==> src/rtl/gt_link_sequencer.sv <==
`timescale 1ns/1ps
// gt_link_sequencer: GTP RX lane bring-up, alignment qualification
// and bounded-retry supervision for one receive lane.
module gt_link_sequencer #(
   parameter int unsigned g_GT_RESET_CYCLES = 16,
   parameter int unsigned g_ALIGN_TIMEOUT   = 4096,
   parameter int unsigned g_BLIND_PERIOD    = 10,
   parameter int unsigned g_STABLE_CYCLES   = 1000,
   parameter int unsigned g_MAX_RETRIES     = 7
) (
   input  logic       usrclk_i,
   input  logic       rst_i,
   input  logic       enable_i,
   input  logic       gt_reset_done_i,
   input  logic       rx_aligned_i,
   input  logic [2:0] rx_bufstatus_i,
   output logic       gt_rx_reset_o,
   output logic       rx_realign_o,
   output logic       valid_o,
   output logic       link_up_o,
   output logic       failed_o,
   output logic [2:0] state_o,
   output logic [7:0] retry_cnt_o
);

   typedef enum logic [2:0] {
      S_IDLE   = 3'd0,
      S_GT_RST = 3'd1,
      S_WAIT   = 3'd2,
      S_ALIGN  = 3'd3,
      S_BLIND  = 3'd4,
      S_CHECK  = 3'd5,
      S_UP     = 3'd6,
      S_FAIL   = 3'd7
   } state_t;

   state_t      state_q, state_d;
   logic [31:0] cnt_q, cnt_d;
   logic [7:0]  retry_q, retry_d;
   logic        fault;
   logic        rx_ok;
   logic        tmo;
   logic        unused_buf;

   assign unused_buf = ^rx_bufstatus_i[1:0];
   assign rx_ok = rx_aligned_i && !rx_bufstatus_i[2];
   assign tmo   = (cnt_q == 32'(g_ALIGN_TIMEOUT - 1));

   always_ff @(posedge usrclk_i) begin
      if (rst_i) begin
         state_q <= S_IDLE;
         cnt_q   <= '0;
         retry_q <= '0;
      end else begin
         state_q <= state_d;
         cnt_q   <= cnt_d;
         retry_q <= retry_d;
      end
   end

   always_comb begin
      state_d = state_q;
      retry_d = retry_q;
      fault   = 1'b0;
      // Dropping enable aborts from anywhere and outranks faults.
      if (state_q != S_IDLE && !enable_i) begin
         state_d = S_IDLE;
      end else begin
         unique case (state_q)
            S_IDLE: begin
               if (enable_i) begin
                  retry_d = '0;
                  state_d = S_GT_RST;
               end
            end
            S_GT_RST: begin
               if (cnt_q == 32'(g_GT_RESET_CYCLES - 1))
                  state_d = S_WAIT;
            end
            S_WAIT: begin
               if (gt_reset_done_i) state_d = S_ALIGN;
               else if (tmo)        fault   = 1'b1;
            end
            S_ALIGN: begin
               if (rx_aligned_i) state_d = S_BLIND;
               else if (tmo)     fault   = 1'b1;
            end
            S_BLIND: begin
               if (!rx_aligned_i)
                  fault = 1'b1;
               else if (cnt_q == 32'(g_BLIND_PERIOD - 1))
                  state_d = S_CHECK;
            end
            S_CHECK: begin
               if (!rx_ok)
                  fault = 1'b1;
               else if (cnt_q == 32'(g_STABLE_CYCLES - 1))
                  state_d = S_UP;
            end
            S_UP: begin
               if (!rx_ok) fault = 1'b1;
            end
            S_FAIL: begin
               state_d = S_FAIL;
            end
         endcase
         if (fault) begin
            if (retry_q == 8'(g_MAX_RETRIES)) begin
               state_d = S_FAIL;
            end else begin
               retry_d = retry_q + 8'd1;
               state_d = S_GT_RST;
            end
         end
      end
      cnt_d = (state_d != state_q) ? '0 : cnt_q + 32'd1;
   end

   assign gt_rx_reset_o = (state_q == S_GT_RST);
   assign rx_realign_o  = (state_q == S_ALIGN);
   assign valid_o       = (state_q == S_CHECK) || (state_q == S_UP);
   assign link_up_o     = (state_q == S_UP);
   assign failed_o      = (state_q == S_FAIL);
   assign state_o       = state_q;
   assign retry_cnt_o   = retry_q;

endmodule

==> config.mk <==
export PLATFORM = sky130hd
export DESIGN_NAME = gt_link_sequencer
export DESIGN_NICKNAME = d
export VERILOG_FILES = /design/src/rtl/gt_link_sequencer.sv
export SDC_FILE = /design/constraint.sdc
export NUM_CORES = 1
export LEC_CHECK = 0
export ABC_AREA = 1
export ABC_CLOCK_PERIOD_IN_PS = 1930
export BUFFER_PORTS_ARGS = -buffer_cell sky130_fd_sc_hd__buf_2
export CAP_MARGIN = 20
export CORE_ASPECT_RATIO = 1.4
export CORE_MARGIN = 3
export CORE_UTILIZATION = 54
export CTS_CLUSTER_SIZE = 40
export DETAILED_ROUTE_END_ITERATION = 6
export PLACE_DENSITY = 0.75
export SLEW_MARGIN = 30
export SYNTH_ARGS = -nofsm -noshare
export SYNTH_HDL_FRONTEND = slang
export SYNTH_SLANG_ARGS = --single-unit
export TNS_END_PERCENT = 5
==> constraint.sdc <==
create_clock -name usrclk_i -period 1.93 [get_ports usrclk_i]
set_clock_uncertainty 0.1 [all_clocks]
set_input_delay 0.0965 -clock usrclk_i [delete_from_list [all_inputs] [get_ports usrclk_i]]
set_output_delay 0.0965 -clock usrclk_i [all_outputs]
set_load 0.005 [all_outputs]
# --- After elaboration in Yosys (flattened, before gate mapping) ---
# Cells that the tools add are included.
# W data, S select, Z words.
classes:
  eq_ne: 13
  n_reduce_logical: 9
  mux: 23
  addsub: 2
ops:
  columns: ["op", "count"]
  rows:
  - ["$eq A32 B4 Y1 const B", 2]
  - ["$mux W3", 11]
  - ["$add A32 B1 Y32 const B", 1]
  - ["$eq A32 B10 Y1 const B", 1]
  - ["$eq A32 B12 Y1 const B", 1]
  - ["$mux W8", 4]
  - ["$pmux W3 S7", 1]
  - ["$eq A3 B3 Y1 const B", 4]
  - ["$add A8 B1 Y8 const B", 1]
  - ["$eq A8 B3 Y1 const B", 1]
  - ["$eq A3 B2 Y1 const B", 2]
  - ["$mux W1", 6]
  - ["$pmux W1 S4", 1]
  - ["$reduce_or A2 Y1", 2]
  - ["$eq A3 B1 Y1 const B", 1]
  - ["$logic_not A3 Y1", 1]
  - ["$ne A3 B3 Y1", 1]
  - ["$reduce_bool A3 Y1", 1]
  - ["$logic_and A1 B1 Y1", 2]
  - ["$logic_not A1 Y1", 2]
  - ["$logic_or A1 B1 Y1", 1]
totals:
  wordCells: 50
  ff_bits: 43

# --- Depth between registers and ports, before layout ---
logic_depth:
  word_depth: 9
  ltp_mapped: 16
  ltp_nobuf: 15

# --- Worst setup path before layout ---
# No wires, ideal clock.
synth_timing:
  path_type: "flip-flop to flip-flop"
  startpoint: "reg cnt_q[0]"
  endpoint: "reg cnt_q[9]"
  synth_period_minus_slack_ns: 2.092
  arrival_ns: 1.872
  slack_ns: -0.162
  path_stages_with_launch: 16
  cell_sequence: "dfxtp_1 ha_1 nand2_1 nor2_4 nand2_4 nor2_4 nand2_2 nand2_4 nand2_4 nand2_1 nand2_1 nand2_2 nor2_4 nand3_4 buf_12 nor2_4"
synth_between:
  elab_chain_cells: 9
synth_lines:
  columns: ["item", "line", "rtl"]
  rows:
  - ["from (decl)", "38", "logic [31:0] cnt_q, cnt_d;"]
  - ["from (signal assigned)", "56", "cnt_q <= cnt_d;"]
  - ["$eq A32 B12 Y1", "47", "assign tmo = (cnt_q == 32'(g_ALIGN_TIMEOUT - 1));"]
  - ["$mux W1", "82, 86", null]
  - ["$mux W1, on equally long branches", "85, 81", null]
  - ["$pmux W1 S4", "69", "unique case (state_q)"]
  - ["$mux W1", "66", "if (state_q != S_IDLE && !enable_i) begin"]
  - ["$mux W3", "107", "if (fault) begin"]
  - ["$mux W3", "66", null]
  - ["$ne A3 B3 Y1", "116", "cnt_d = (state_d != state_q) ? '0 : cnt_q + 32'd1;"]
  - ["$reduce_or A2 Y1 (no line)", null, null]
# Parallel ways exist; a longest one is shown, timed or not. The select of a mux whose other input is x is not followed.
# A chain may end at the register's enable or synchronous reset.

# --- Final worst setup path ---
layout_timing:
  startpoint: "reg state_q[0] (netlist: state_o[0])"
  endpoint: "reg cnt_q[10]"
layout_between:
  elab_chain_cells: 8
layout_lines:
  columns: ["item", "line", "rtl"]
  rows:
  - ["from (decl)", "37", "state_t state_q, state_d;"]
  - ["from (signal assigned)", "55", "state_q <= state_d;"]
  - ["$eq A3 B3 Y1", "69", null]
  - ["$reduce_or A2 Y1 (no line)", null, null]
  - ["$pmux W1 S4", "69", null]
  - ["$mux W1", "66", null]
  - ["$mux W3", "107", null]
  - ["$mux W3", "66", null]
  - ["$ne A3 B3 Y1 *", "116", null]
  - ["$reduce_or A2 Y1 (no line) *", null, null]
# Mark *: on every way between the ends. The rest lies on a longest branch, timed or not. The select of a mux whose other input is x is not followed.

==> flow_metrics.py <==
metrics = {
    "outcome": {
        "outcome": "complete, but fails checks",
        "failed_checks": "negative setup slack",
    },
    "synth": {
        "distinct_cell_type_count_of_the_synthesized_netlist": 33,
        "synth_cells": 386,
        "synth_top_cells_by_count": "58 x sky130_fd_sc_hd__nand2_1, 57 x sky130_fd_sc_hd__nor2_1, 53 x sky130_fd_sc_hd__inv_1, 43 x sky130_fd_sc_hd__dfxtp_1, 34 x sky130_fd_sc_hd__nor2_4",
        "ys_seq_elements": 43,
        "yosysTopAreaCell": "sky130_fd_sc_hd__dfxtp_1",
        "synthesis.area_mm2": 0.002897,
        "synth_top_flop_cell": "sky130_fd_sc_hd__dfxtp_1",
        "synth.yosys.warnings": 0,
        "asyncSetResetFlopFracSynth_pct": 0,
        "yosys.area.top_type_share_pct": 29.72,
        "sequential_area_share_after_synthesis_pct": 29.72,
        "synthMostInstantiatedCell": "sky130_fd_sc_hd__nand2_1",
        "synth_edf_count": 0,
        "synthTopCellsByArea": "sky130_fd_sc_hd__dfxtp_1 30%, sky130_fd_sc_hd__nor2_4 13%, sky130_fd_sc_hd__nand2_1 7.5%",
        "syn-mean-instance-area_um2": 7.504,
        "synth_fp_nets": 397,
    },
    "detailed_routing": {
        "post_route_m1_wl_um": 2943,
        "viasPerCell": 5.152,
        "routed_wire_length_per_instance_um": 14.35,
        "met3_length_um": 245,
        "dr_total_vias": 2921,
        "detail_route.drc_violations": 0,
        "dr.first_iter.drc_count": 155,
        "met2WireLength_um": 4683,
        "highest_layer": "met4",
        "drt_pre_antenna_iters": 4,
        "antenna_left": 0,
        "wl_um": 8134,
    },
    "die": {
        "die_area_mm2": 0.006291,
        "number_of_rows_in_the_core_area": 30,
        "core_region_area_mm2": 0.005030,
        "num_io_pins": 24,
        "effective_utilization_at_floorplan_pct": 57.59,
        "floorplan.die.height_um": 92.66,
        "die_w_um": 67.90,
    },
    "clock_tree": {
        "clock_insertion_delay_worst_skew_ps": 310,
        "clk_root_buffer_cell": "sky130_fd_sc_hd__clkbuf_8",
        "clkTransAtPathRegs_ps": 100,
        "cts_max_level": 2,
        "max-clock-path-buffers": 2,
        "cts_tree": "built",
        "cts.sink_count": 43,
        "cts_buffer_count": 5,
    },
    "sta": {
        "grt_setup_unrepaired": "yes",
        "totalNegativeSetupSlack_ps": -4697,
        "timing_hold_violations_final": 0,
        "final_max_slew_viol_count": 0,
        "finalSetupViolCount": 33,
        "max_slew_margin_pct": 75.50,
        "timing.final.crit_period_ps": 2113,
        "min_period_over_period_pct": 109.5,
        "worst_slack_ps": -183.0,
        "timing_worst_slew_pin_value_ps": 364.2,
        "max_clk_rate_ghz": 0.4733,
    },
    "global_route": {
        "largest_net_degree_at_the_start_of_global_routing": 16,
        "wire_length_of_the_first_global_routing_pass_um": 12480,
        "grt-ovfl-total": 0,
        "initial_antenna_violation_count": 0,
        "grtUsageTotal_pct": 25.82,
        "grt_pass1_vias": 2905,
    },
    "setup_path": {
        "worst-endpoint-required_ps": 2040,
        "worst_r2r_startpoint": "state_o[0]",
        "timing.setup.critical_path_class": "flip-flop to flip-flop",
        "reg2reg_slack_ps": -180,
        "timing.critical_path.to": "cnt_q[10]",
        "worstPathMaxFanout": 7,
        "critPathArrivalTime_ps": 2220,
        "reg2regPathDepth": 14,
        "worst_setup_path_start_kind": "flip-flop",
        "timing.critical_path.from": "state_o[0]",
        "crit-reg2reg-capture": "cnt_q[10]",
        "crit_path_end_kind": "flip-flop",
    },
    "placed_design": {
        "dp.final_hpwl_um": 5399,
        "portBuffers": 21,
        "place_congestion": 0.8794,
    },
    "power_and_ir_drop": {
        "irDropWorstVdd_mv": 0.4862,
        "p_leak_nw": 1.873,
        "power.density_cell_area_mw_per_mm2": 442.4,
        "fin_total_pwr_mw": 1.844,
    },
    "layout": {
        "num_antenna_cells": 0,
        "drive_above_1_share_pct": 49.30,
        "post_route_utilization_pct": 82.86,
        "synthToLayoutAreaGrowth_pct": 43.89,
        "fin_nets": 513,
    },
    "run": {
        "maxcap_viol_count": 0,
    },
    "hold_path": {
        "hp-class": "input pin to flip-flop",
    },
}
## placed cells by master, fill, tap and decap left out, types with 3 or more instances in the layout
cell                        n
sky130_fd_sc_hd__a21oi_1    3
sky130_fd_sc_hd__a21oi_2    4
sky130_fd_sc_hd__buf_12     5
sky130_fd_sc_hd__buf_2     21
sky130_fd_sc_hd__buf_4     84
sky130_fd_sc_hd__clkbuf_8   5
sky130_fd_sc_hd__dfxtp_1   29
sky130_fd_sc_hd__dfxtp_2   10
sky130_fd_sc_hd__dfxtp_4    4
sky130_fd_sc_hd__inv_1     52
sky130_fd_sc_hd__inv_2      7
sky130_fd_sc_hd__nand2_1   50
sky130_fd_sc_hd__nand2_2   15
sky130_fd_sc_hd__nand2_4    5
sky130_fd_sc_hd__nand3_1   21
sky130_fd_sc_hd__nand3_2    6
sky130_fd_sc_hd__nand4_1    9
sky130_fd_sc_hd__nor2_1    37
sky130_fd_sc_hd__nor2_2    16
sky130_fd_sc_hd__nor2_4    45
sky130_fd_sc_hd__nor3_1     8
sky130_fd_sc_hd__nor3_2     4
sky130_fd_sc_hd__o21ai_0    5
sky130_fd_sc_hd__xnor2_1   12
sky130_fd_sc_hd__xor2_1    18
## worst max-delay path: stages, from the launching register on
cell and delay (ps):
sky130_fd_sc_hd__dfxtp_4 410, sky130_fd_sc_hd__nand2_2 90, sky130_fd_sc_hd__nor2_4 120, sky130_fd_sc_hd__nand2_2 80, sky130_fd_sc_hd__nand2_1 120, sky130_fd_sc_hd__nand3_2 110
sky130_fd_sc_hd__nor2_4 130, sky130_fd_sc_hd__nor2_4 60, sky130_fd_sc_hd__nand4_1 100, sky130_fd_sc_hd__nand2_1 90, sky130_fd_sc_hd__nand2_1 90, sky130_fd_sc_hd__nand2_2 70
sky130_fd_sc_hd__nand3_4 120, sky130_fd_sc_hd__bufbuf_16 290, sky130_fd_sc_hd__nor2_4 30
## cell families after synthesis
group                      synth area share, %
DFF                                      29.72
adders and majority gates                1.296
and+or+nand+nor                          45.01
AOI/OAI and AO/OA                        4.795
xor gates and xnor gates                 9.071
buffers and inverters                    10.11
## cell type report
type	count	area, µm²
flip-flops and latches	43	888.4
repair buffers	113	905.9
multi-input cells	279	1974
clock buffers	5	68.82
well taps	64	80.08
clock inverters	3	22.52
inverters	60	227.7
fillers	281	862.1
## routing by layer
layer	GRT usage, %	up-vias
met1	24.40	1384
met3	3.762	21
met4	12.44	0
met5	0	-
met2	50.85	79
li1	-	1437
## flip-flops by register name (all words and copies together), names as in the netlist
register / cells
cnt_q: 32
retry_cnt_o: 8
state_o: 3
## timing repair
item                                   4_1_cts  5_1_grt
cloned                                       2        0
hold buffers                                 1        0
resized for setup                           29       50
buffers inserted                             4        5
pin swaps                                   13       28
endpoints found under the hold margin        6        0
setup endpoints to repair                   38       40
## through the flow
| stage | hold slack [ps] | setup WS, ps | std cells | area [µm²] |
|---|---|---|---|---|
| floorplan | 65.57 | 13.65 | 386 | 2915 |
| global placement | 285.9 | -168.8 | 547 | 3684 |
| detailed placement | 291.3 | -193.7 | 547 | 3684 |
| CTS | 138.6 | -100.4 | 562 | 3971 |
| global route | 167.2 | -296.2 | 567 | 4168 |
| finish | 152.1 | -183.0 | 567 | 4168 |
## report_power, final
| part | switching (mW) | internal [mW] | leakage (nW) | total, mW |
|---|---|---|---|---|
| clock network | 0.359 | 0.260 | 0.0451 | 0.619 |
| registers | 0.0132 | 0.895 | 0.355 | 0.909 |
| logic | 0.169 | 0.147 | 1.47 | 0.316 |
## worst min path at each step
stage,startpoint,endpoint,slack (ps),depth (start not counted)
finish,enable_i,state_o[2],150,5
global route,rx_bufstatus_i[2],state_o[2],170,6
CTS,enable_i,state_o[2],140,5
detailed placement,rst_i,state_o[2],290,2
global placement,rst_i,retry_cnt_o[2],290,2
floorplan,rst_i,retry_cnt_o[2],70,1
(Power assumes the default switching activity.)
